File: src/rtl/writeback_commit_arbiter_pkg.sv
`default_nettype none
// +----------------------------------------------------------------------------+
// | Module : writeback_commit_arbiter_pkg                                        |
// | Shared types/constants for the writeback commit arbiter.                    |
// | Rev    : 1.0  initial release                                               |
// +----------------------------------------------------------------------------+
package writeback_commit_arbiter_pkg;

   localparam int NUM_WB_UNITS          = 4;
   localparam int MAX_IDS               = 8;
   localparam int PHYS_ADDR_BITS        = 6;
   localparam int MAX_POSSIBLE_REG_BITS = 32;

   typedef logic [$clog2(MAX_IDS)-1:0]      id_t;
   typedef logic [PHYS_ADDR_BITS-1:0]       phys_addr_t;
   typedef logic [$clog2(NUM_WB_UNITS)-1:0] wb_unit_idx_t;

   typedef struct packed {
      id_t                              id;
      logic                             valid;
      phys_addr_t                       phys_addr;
      logic [MAX_POSSIBLE_REG_BITS-1:0] data;
   } commit_packet_t;

endpackage
`default_nettype wire

File: src/rtl/writeback_commit_arbiter_rr_select.sv
`default_nettype none
// +----------------------------------------------------------------------------+
// | Module : wb_rr_select                                                       |
// | Combinational round-robin picker: first request above ptr, wrapping.        |
// | Rev    : 1.0  initial release                                               |
// +----------------------------------------------------------------------------+
module wb_rr_select #(
   parameter  int NUM_UNITS = 4,
   localparam int IDX_W     = $clog2(NUM_UNITS)
) (
   input  logic [NUM_UNITS-1:0] requests,
   input  logic [IDX_W-1:0]     ptr,
   output logic [NUM_UNITS-1:0] grant,
   output logic [IDX_W-1:0]     grant_idx,
   output logic                 grant_valid
);

   logic [IDX_W-1:0] cand;

   // Scan from farthest to nearest so the unit right after ptr overwrites last.
   always_comb begin
      grant       = '0;
      grant_idx   = '0;
      grant_valid = 1'b0;
      cand        = '0;
      for (int k = NUM_UNITS; k >= 1; k--) begin
         cand = IDX_W'((int'(ptr) + k) % NUM_UNITS);
         if (requests[cand]) begin
            grant       = '0;
            grant[cand] = 1'b1;
            grant_idx   = cand;
            grant_valid = 1'b1;
         end
      end
   end

endmodule
`default_nettype wire

File: src/rtl/writeback_commit_arbiter.sv
`default_nettype none
// +----------------------------------------------------------------------------+
// | Module : writeback_commit_arbiter                                           |
// | Round-robin share of the register-file commit port between writeback units.|
// | Option : CVA5_WB_FIXED_PRIORITY_EN gives unit 0 absolute priority.          |
// | Rev    : 1.0  initial release                                               |
// +----------------------------------------------------------------------------+
module writeback_commit_arbiter
   import writeback_commit_arbiter_pkg::*;
#(
   parameter int NUM_UNITS = NUM_WB_UNITS,
   parameter int ID_COUNT  = MAX_IDS
) (
   input  logic                                              clk,
   input  logic                                              rst,
   input  logic                                              issue_valid,
   input  id_t                                               issue_id,
   input  phys_addr_t                                        issue_phys_addr,
   input  logic                                              wb_supress,
   input  logic [NUM_UNITS-1:0]                              unit_done,
   input  id_t  [NUM_UNITS-1:0]                              unit_id,
   input  logic [NUM_UNITS-1:0][MAX_POSSIBLE_REG_BITS-1:0]   unit_data,
   output logic [NUM_UNITS-1:0]                              unit_ack,
   output commit_packet_t                                    commit,
   output logic                                              wb_conflict
);

   localparam int               IDX_W     = $clog2(NUM_UNITS);
   localparam logic [IDX_W-1:0] LAST_UNIT = IDX_W'(NUM_UNITS - 1);

   logic [IDX_W-1:0] ptr_q, ptr_d;
   commit_packet_t   commit_q, commit_d;
   logic             wb_conflict_q, wb_conflict_d;
   phys_addr_t       phys_table [ID_COUNT];

   logic [NUM_UNITS-1:0] eligible, rr_req, rr_grant, grant;
   logic [IDX_W-1:0]     rr_idx, grant_idx;
   logic                 rr_valid, grant_valid;
   id_t                  grant_id;
   phys_addr_t           grant_phys;

   assign eligible = (rst || wb_supress) ? '0 : unit_done;

`ifdef CVA5_WB_FIXED_PRIORITY_EN
   assign rr_req = eligible & ~NUM_UNITS'(1);
`else
   assign rr_req = eligible;
`endif

   wb_rr_select #(.NUM_UNITS(NUM_UNITS)) u_rr_select (
      .requests    (rr_req),
      .ptr         (ptr_q),
      .grant       (rr_grant),
      .grant_idx   (rr_idx),
      .grant_valid (rr_valid)
   );

   always_comb begin
      grant       = rr_grant;
      grant_idx   = rr_idx;
      grant_valid = rr_valid;
`ifdef CVA5_WB_FIXED_PRIORITY_EN
      if (eligible[0]) begin
         grant       = NUM_UNITS'(1);
         grant_idx   = '0;
         grant_valid = 1'b1;
      end
`endif
   end

   assign unit_ack = grant;

   // In fixed-priority mode unit 0 wins outside the rotation, so it never moves ptr.
   always_comb begin
      ptr_d = ptr_q;
`ifdef CVA5_WB_FIXED_PRIORITY_EN
      if (grant_valid && (grant_idx != '0)) ptr_d = grant_idx;
`else
      if (grant_valid) ptr_d = grant_idx;
`endif
   end

   assign grant_id   = unit_id[grant_idx];
   assign grant_phys = phys_table[grant_id];

   // Writes to x0 are acked but never reach the register file.
   always_comb begin
      commit_d           = '0;
      commit_d.id        = grant_id;
      commit_d.valid     = grant_valid && (grant_phys != '0);
      commit_d.phys_addr = grant_phys;
      commit_d.data      = unit_data[grant_idx];
      wb_conflict_d      = $countones(unit_done) > 1;
   end

   always_ff @(posedge clk) begin
      if (rst) begin
         ptr_q         <= LAST_UNIT;
         commit_q      <= '0;
         wb_conflict_q <= 1'b0;
      end else begin
         ptr_q         <= ptr_d;
         commit_q      <= commit_d;
         wb_conflict_q <= wb_conflict_d;
      end
   end

   always_ff @(posedge clk) begin
      if (issue_valid) phys_table[issue_id] <= issue_phys_addr;
   end

   assign commit      = commit_q;
   assign wb_conflict = wb_conflict_q;

   a_ack_onehot: assert property (@(posedge clk) disable iff (rst) $onehot0(unit_ack));
   a_ack_needs_done: assert property (@(posedge clk) disable iff (rst) (unit_ack & ~unit_done) == '0);
   a_no_issue_on_commit_id: assert property (@(posedge clk) disable iff (rst)
      !(issue_valid && grant_valid && (grant_id == issue_id)));

endmodule
`default_nettype wire
File: config.mk
export PLATFORM = sky130hd
export DESIGN_NAME = writeback_commit_arbiter
export DESIGN_NICKNAME = d
export VERILOG_FILES = /design/src/rtl/writeback_commit_arbiter_pkg.sv /design/src/rtl/writeback_commit_arbiter_rr_select.sv /design/src/rtl/writeback_commit_arbiter.sv
export SDC_FILE = /design/constraint.sdc
export NUM_CORES = 1
export LEC_CHECK = 0
export ABC_CLOCK_PERIOD_IN_PS = 4300
export BUFFER_PORTS_ARGS = -buffer_cell sky130_fd_sc_hd__buf_4
export CAP_MARGIN = 20
export CELL_PAD_IN_SITES_DETAIL_PLACEMENT = 1
export CELL_PAD_IN_SITES_GLOBAL_PLACEMENT = 1
export CORE_ASPECT_RATIO = 1.75
export CORE_MARGIN = 4
export CORE_UTILIZATION = 37
export DETAILED_ROUTE_END_ITERATION = 8
export PLACE_DENSITY = 0.77
export RECOVER_POWER = 50
export SLEW_MARGIN = 15
export SYNTH_ARGS = -nofsm -noshare
export SYNTH_HDL_FRONTEND = slang
export SYNTH_HIERARCHICAL = 1
export SYNTH_SLANG_ARGS = --single-unit
File: constraint.sdc
create_clock -name clk -period 4.3 [get_ports clk]
set_input_delay 0.43 -clock clk [delete_from_list [all_inputs] [get_ports clk]]
set_output_delay 0.43 -clock clk [all_outputs]
set_load 0.05 [all_outputs]
==> impl_metrics.tcl, run 1 <==
set metrics [dict create \
    overflow 0 \
    placementRows 54 \
    rsz0062_at_grt "false" \
    period_needed_ns 4.06 \
    clkPwrFrac_pct 29.8 \
    grt_usage_pct 20.4 \
    drt_iter0_drc 159 \
    synth_edf_count 48 \
    status "completed" \
    avgSynthCellArea_um2 13.9 \
    final_antenna_net_count 0 \
    cts_buffers 9 \
    layout.nets 707 \
    cpMostUsedCell "mux2i_1" \
    port_buffers 203 \
    syn_inst 338 \
    routed_wirelength_um 16000 \
    ys.flop_type "edfxtp_1" \
    swShare_pct 32.5 \
    relSlewSlack_pct 23.9 \
    fp.dieArea_um2 14600 \
    yosysUniqueCellTypes 43 \
    fp.coreArea_um2 12400 \
    die_w_um 93.2 \
    p_leak_nw 2.75 \
    path_cells "inv_2 > ha_1 > mux2_2 > a21oi_1 > o32ai_1 > a211oi_4 > buf_4 > mux4_1 > mux2i_1 > mux2i_1 > nand4_1 > o211a_1" \
    crit_family "multiplexers" \
    skew_ns 0.00830 \
    critPathBufInv 2 \
    irDropWorstVdd_mv 0.291 \
    power.internal_mw 1.90 \
    synth_sequential_area_ratio_pct 49.8 \
    power_frac_comb_pct 33.6 \
    cts.htree.levels 3 \
    synth_nets 502 \
    cp.required_ns 4.52 \
    path_class "flop to flop" \
    tritoncts "built" \
    die_h_um 157 \
    tightest_slew_ns 1.13 \
    grt_max_degree 37 \
    seq_area_um2 2340 \
    antennaDiodeCount 0 \
    place_inst 698 \
    worst_path_largest_cell_delay_ns 0.86 \
    fmax_ghz 0.247 \
    cts_root_buf "clkbuf_16" \
    vias_per_cell 5.18 \
    setup_viol 0 \
    p_per_area_nw_per_um2 423 \
    drive_gt1_share_pct 46.5 \
    cap_violations 0 \
    critPathLaunchType "flop" \
    cp.arrival_ns 4.28 \
    report.final.hold_viol_count 0 \
    cts.clk_slew.worst_paths_ns 0.07 \
    hpwlAfterDp_um 12800 \
    finalCritPeriodShare_pct 94.3 \
    drt_pass1_iterations 4 \
    fin_cells 716 \
    ctsHoldBuffers 0 \
    critPathMaxFanout 11 \
    place_congestion 0.892 \
    pwr-share-seq_pct 36.6 \
    start_util_pct 37.8 \
    hold_class "input pin to flop" \
    clock_path_buffers 2 \
    synth_area_um2 4700 \
    io-pin-count 204 \
    area_growth_pct 41.4 \
    fin_tns_setup_ns 0 \
    async_flop_share_pct 0 \
    net-switching-power_uw 914 \
    maxSlewViolCount 0 \
    ys_seq_elements 93 \
    clock_sinks 93 \
    cp_slowest_cell "mux4_1" \
    fillers 1331 \
    drc 0 \
    clock_latency_ns 0.33 \
    wl_per_cell_um 22.3 \
    grt_pass1_wl_um 22400 \
    cp-end-kind "flop" \
    first_global_vias 4106 \
    via_count 3711 \
    multi_input_area_um2 2210 \
    antenna_found_initial 0 \
    synth_warnings 6 \
]
cell families (layout without fill, tap and decap cells):
family / count (synthesis) / after routing / synth area share [%]
compound gates: 37 / 37 / 5.72
fa+ha+maj: 7 / 7 / 2.02
buf+inv: 36 / 245 / 4.26
flops: 93 / 93 / 49.8
mux: 80 / 81 / 28.2
simple gates: 85 / 85 / 9.93
cells in the mapped netlist, types with 2 or more instances:
| cell type | number | area share (%) |
|---|---|---|
| a2111oi_2 | 2 | 0.64 |
| a211oi_1 | 4 | 0.64 |
| a21oi_1 | 7 | 0.75 |
| a32oi_1 | 4 | 0.75 |
| and2_1 | 33 | 4.4 |
| buf_2 | 6 | 0.64 |
| buf_4 | 4 | 0.64 |
| buf_6 | 4 | 0.96 |
| clkbuf_1 | 7 | 0.56 |
| dfxtp_1 | 45 | 19 |
| edfxtp_1 | 48 | 31 |
| ha_1 | 6 | 1.6 |
| inv_1 | 11 | 0.88 |
| mux2_2 | 2 | 0.48 |
| mux2i_1 | 37 | 7.9 |
| mux4_1 | 3 | 1.7 |
| mux4_2 | 38 | 18 |
| nand2_1 | 6 | 0.48 |
| nand2b_1 | 5 | 0.67 |
| nor2_1 | 20 | 1.6 |
| nor2b_1 | 3 | 0.40 |
| nor3_1 | 9 | 0.96 |
| nor3b_1 | 3 | 0.48 |
| o211a_1 | 2 | 0.43 |
| o21ai_0 | 10 | 1.1 |
| o311ai_0 | 2 | 0.37 |
routing by layer:
metal / up-vias / wire, um / global-route usage, %
met5: - / 0 / 0
met2: 144 / 9390 / 41.3
met1: 1847 / 5220 / 20.0
li1: 1703 / - / -
met4: 0 / 344 / 5.52
met3: 17 / 992 / 5.12
per-stage QoR:
stage | hold slack, ns | power (mW) | cell area (um2) | setup slack, ns | util (%)
floorplan | 0.502 | 1.69 | 4700 | 0.451 | -
global placement | 0.636 | 2.00 | 6400 | 0.187 | 51.5
detailed placement | 0.649 | 2.02 | 6400 | 0.0942 | 51.5
CTS | 0.285 | 2.86 | 6720 | 0.126 | 54.0
global route | 0.309 | 2.94 | 6650 | 0.0465 | 53.5
finish | 0.297 | 2.81 | 6650 | 0.244 | 53.5
power by group through the flow:
stage	registers [mW]	clock network, mW	logic (mW)
after detailed placement	1.05	0	0.969
after global routing	1.04	0.896	1.00
after global placement	1.05	0	0.951
final	1.03	0.838	0.946
after floorplan	1.24	0	0.446
after CTS	1.03	0.858	0.972
layout make-up:
type	count	share of cell area, %
multi-input cells	210	33.2
clock buffers	11	3.82
clock inverters	5	0.941
well taps	168	3.16
repair buffers	217	23.0
inverters	12	0.677
flip-flops and latches	93	35.2
path summary, 6_finish.rpt:
kind / startpoint / cells past startpoint / to / slack (ns)
setup / recovery: ptr_q[1] / 12 / commit[38] / 0.24
hold / removal: rst / 2 / wb_conflict / 0.30
setup reg to reg: ptr_q[1] / 12 / commit[38] / 0.24
hold reg to reg: ptr_q[0] / 3 / ptr_q[0] / 0.72
flip-flops by register name (all words and copies together), names as in the netlist:
signal,flops
ptr_q,2
phys_table,48
commit,42
wb_conflict,1
placed cells by master (no fill, tap or decap), types with 5 or more instances in the layout:
cell type	instances
ha_1	6
clkbuf_1	27
nor2_1	20
clkbuf_16	10
dfxtp_1	45
inv_1	11
mux2i_1	37
nand2_1	6
buf_4	188
a21oi_1	7
o21ai_0	10
and2_1	33
nor3_1	9
mux4_2	39
edfxtp_1	48
nand2b_1	5
what timing repair did:
action | CTS | global route
buffers inserted | 0 | 0
hold endpoints to repair | 0 | 0
endpoints found under the setup margin | 0 | 2
gates resized for setup | 0 | 1
(Power assumes the default switching activity.)
==> run 2: changes to the inputs <==
--- a/config.mk
+++ b/config.mk
@@ -12,9 +12,9 @@
 export CELL_PAD_IN_SITES_GLOBAL_PLACEMENT = 1
 export CORE_ASPECT_RATIO = 1.75
 export CORE_MARGIN = 4
-export CORE_UTILIZATION = 37
+export CORE_UTILIZATION = 35
 export DETAILED_ROUTE_END_ITERATION = 8
-export PLACE_DENSITY = 0.77
+export PLACE_DENSITY = 0.73
 export RECOVER_POWER = 50
 export SLEW_MARGIN = 15
 export SYNTH_ARGS = -nofsm -noshare
==> run 2 against run 1 <==
Compared with the run above: hold slack improved by 0.067 ns; clock skew decreased by 0.0020 ns; routed wire length shrank 0.43%; sequential power about the same; final area shrank 0.38%; via count is 0.19% lower; core utilization down 2.8 points; count of clock-buffer cells in the layout rose by 1; global-route usage hardly changed; register-to-register slack improved by 0.09 ns; combinational power decreased by 2.5%; sequential share of layout area increased by 0.13 points.
==> impl_metrics.tcl, run 2 (synthesis gave the netlist of run 1 again) <==
set metrics [dict create \
    swShare_pct 31.9 \
    start_util_pct 36.0 \
    drive_gt1_share_pct 46.3 \
    final_common_cell "buf_4" \
    drc 0 \
    power_mw 2.80 \
    p_leak_nw 2.74 \
    finalCritPeriodShare_pct 92.1 \
    wl_per_cell_um 22.1 \
    net-switching-power_uw 892 \
    fin_tns_setup_ns 0 \
    path_cells "inv_2 > ha_1 > mux2_2 > a21oi_1 > o32ai_1 > a211oi_4 > buf_4 > mux4_2 > mux2i_1 > nand4_1 > o211a_1" \
    grt_max_degree 37 \
    ctsHoldBuffers 0 \
    antenna_found_initial 0 \
    tritoncts "built" \
    first_global_vias 4073 \
    skew_ns 0.00627 \
    worst_path_largest_cell_delay_ns 0.72 \
    critical_path.endpoint "commit[38]" \
    cap_violations 0 \
    rsz0062_at_grt "false" \
    period_needed_ns 3.96 \
    hold_class "input pin to flop" \
    r2r-start "ptr_q[1]" \
    critPathLaunchType "flop" \
    routed_wirelength_um 15900 \
    power_frac_comb_pct 32.9 \
    placed_cell_area_um2 6410 \
    final_antenna_net_count 0 \
    setup_viol 0 \
    vias_per_cell 5.16 \
    fmax_ghz 0.252 \
    die_w_um 95.6 \
    ff2ff_path_depth 11 \
    layout.nets 706 \
    placementRows 55 \
    drt_iter0_drc 117 \
    cts.clk_slew.worst_paths_ns 0.07 \
    irDropWorstVdd_mv 0.261 \
    cp.arrival_ns 4.20 \
    cp.required_ns 4.54 \
    place_congestion 0.886 \
    fp.dieArea_um2 15400 \
    power.internal_mw 1.91 \
    fillers 1403 \
    maxSlewViolCount 0 \
    tightest_slew_ns 0.938 \
    area_growth_pct 40.9 \
    clock_latency_ns 0.34 \
    antennaDiodeCount 0 \
    via_count 3704 \
    overflow 0 \
    r2r-end "commit[38]" \
    grt_pass1_wl_um 23000 \
    drt_pass1_iterations 4 \
    status "completed" \
    cp_slowest_cell "mux4_2" \
    largest-register "phys_table" \
    hpwlAfterDp_um 12700 \
    grt_usage_pct 20.4 \
    relSlewSlack_pct 37.4 \
    cts_root_buf "clkbuf_16" \
    clock_sinks 93 \
    pwr-share-seq_pct 36.8 \
    die_h_um 161 \
    startpoint "ptr_q[1]" \
    cts_buffers 9 \
    cts.htree.levels 3 \
    fp.coreArea_um2 13100 \
    cp-end-kind "flop" \
    port_buffers 203 \
    largest_register_ffs 48 \
    p_per_area_nw_per_um2 423 \
    clock_path_buffers 2 \
    report.final.hold_viol_count 0 \
    io-pin-count 204 \
    clkPwrFrac_pct 30.3 \
    final_cell_mix "buf_4 (187), edfxtp_1 (48), dfxtp_1 (45)" \
    path_class "flop to flop" \
    critPathMaxFanout 21 \
    final_area_um2 6620 \
    timing.reg2reg.setup_slack_ns 0.34 \
]
==> run 2: routing by layer <==
| layer | vias up | GRT usage, % | routed length (um) |
|---|---|---|---|
| met5 | - | 0 | 0 |
| met4 | 0 | 8.94 | 544 |
| met3 | 34 | 5.59 | 1180 |
| met2 | 159 | 38.9 | 9100 |
| met1 | 1818 | 19.6 | 5060 |
| li1 | 1693 | - | - |
==> run 2: power by group through the flow <==
stage | registers (mW) | clock network [mW] | logic (mW)
after floorplan | 1.24 | 0 | 0.446
after global placement | 1.05 | 0 | 0.940
after detailed placement | 1.05 | 0 | 0.956
after CTS | 1.03 | 0.873 | 0.959
after global routing | 1.04 | 0.919 | 0.981
final | 1.03 | 0.848 | 0.922
==> run 2: area by class of cell <==
| type | count | area [um2] | share of cell area [%] |
|---|---|---|---|
| clock buffer | 12 | 268 | 4.04 |
| clock inverter | 4 | 51.3 | 0.774 |
| inverter | 12 | 45.0 | 0.680 |
| multi-input combinational | 209 | 2180 | 32.9 |
| sequential | 93 | 2340 | 35.4 |
| tap | 171 | 214 | 3.23 |
| timing repair buffer | 217 | 1520 | 23.0 |
==> run 2: critical path, delay by kind of cell (launching register included) <==
family | cells | cell delay, ns
multiplexers | 3 | 1.48
AO/OA/AOI/OAI | 4 | 0.91
flip-flops | 1 | 0.34
adder cells (fa/ha/maj) | 1 | 0.47
buffers and inverters | 2 | 0.50
AND/OR/NAND/NOR | 1 | 0.14
==> run 2: worst min-delay path by stage <==
stage	startpoint	endpoint	slack, ns	cells after the start
final	rst	wb_conflict	0.36	2
after detailed placement	issue_phys_addr[5]	phys_table[0][5]	0.67	1
after global placement	issue_phys_addr[3]	phys_table[6][3]	0.66	1
after floorplan	rst	commit[31]	0.50	1
after global routing	rst	wb_conflict	0.36	2
after CTS	issue_phys_addr[4]	phys_table[0][4]	0.30	1
==> run 2: metrics by stage <==
stage | instances | hold WS [ns] | worst slack [ns] | utilization, %
floorplan | 338 | 0.502 | 0.451 | -
global placement | 700 | 0.659 | 0.259 | 48.9
detailed placement | 702 | 0.668 | 0.148 | 49.1
CTS | 718 | 0.304 | 0.167 | 51.5
global route | 718 | 0.363 | 0.0518 | 50.7
finish | 718 | 0.364 | 0.339 | 50.7
==> run 2: timing repair <==
action,4_1_cts,5_1_grt
resized for setup,0,1
endpoints found under the setup margin,0,1
setup buffers,0,0
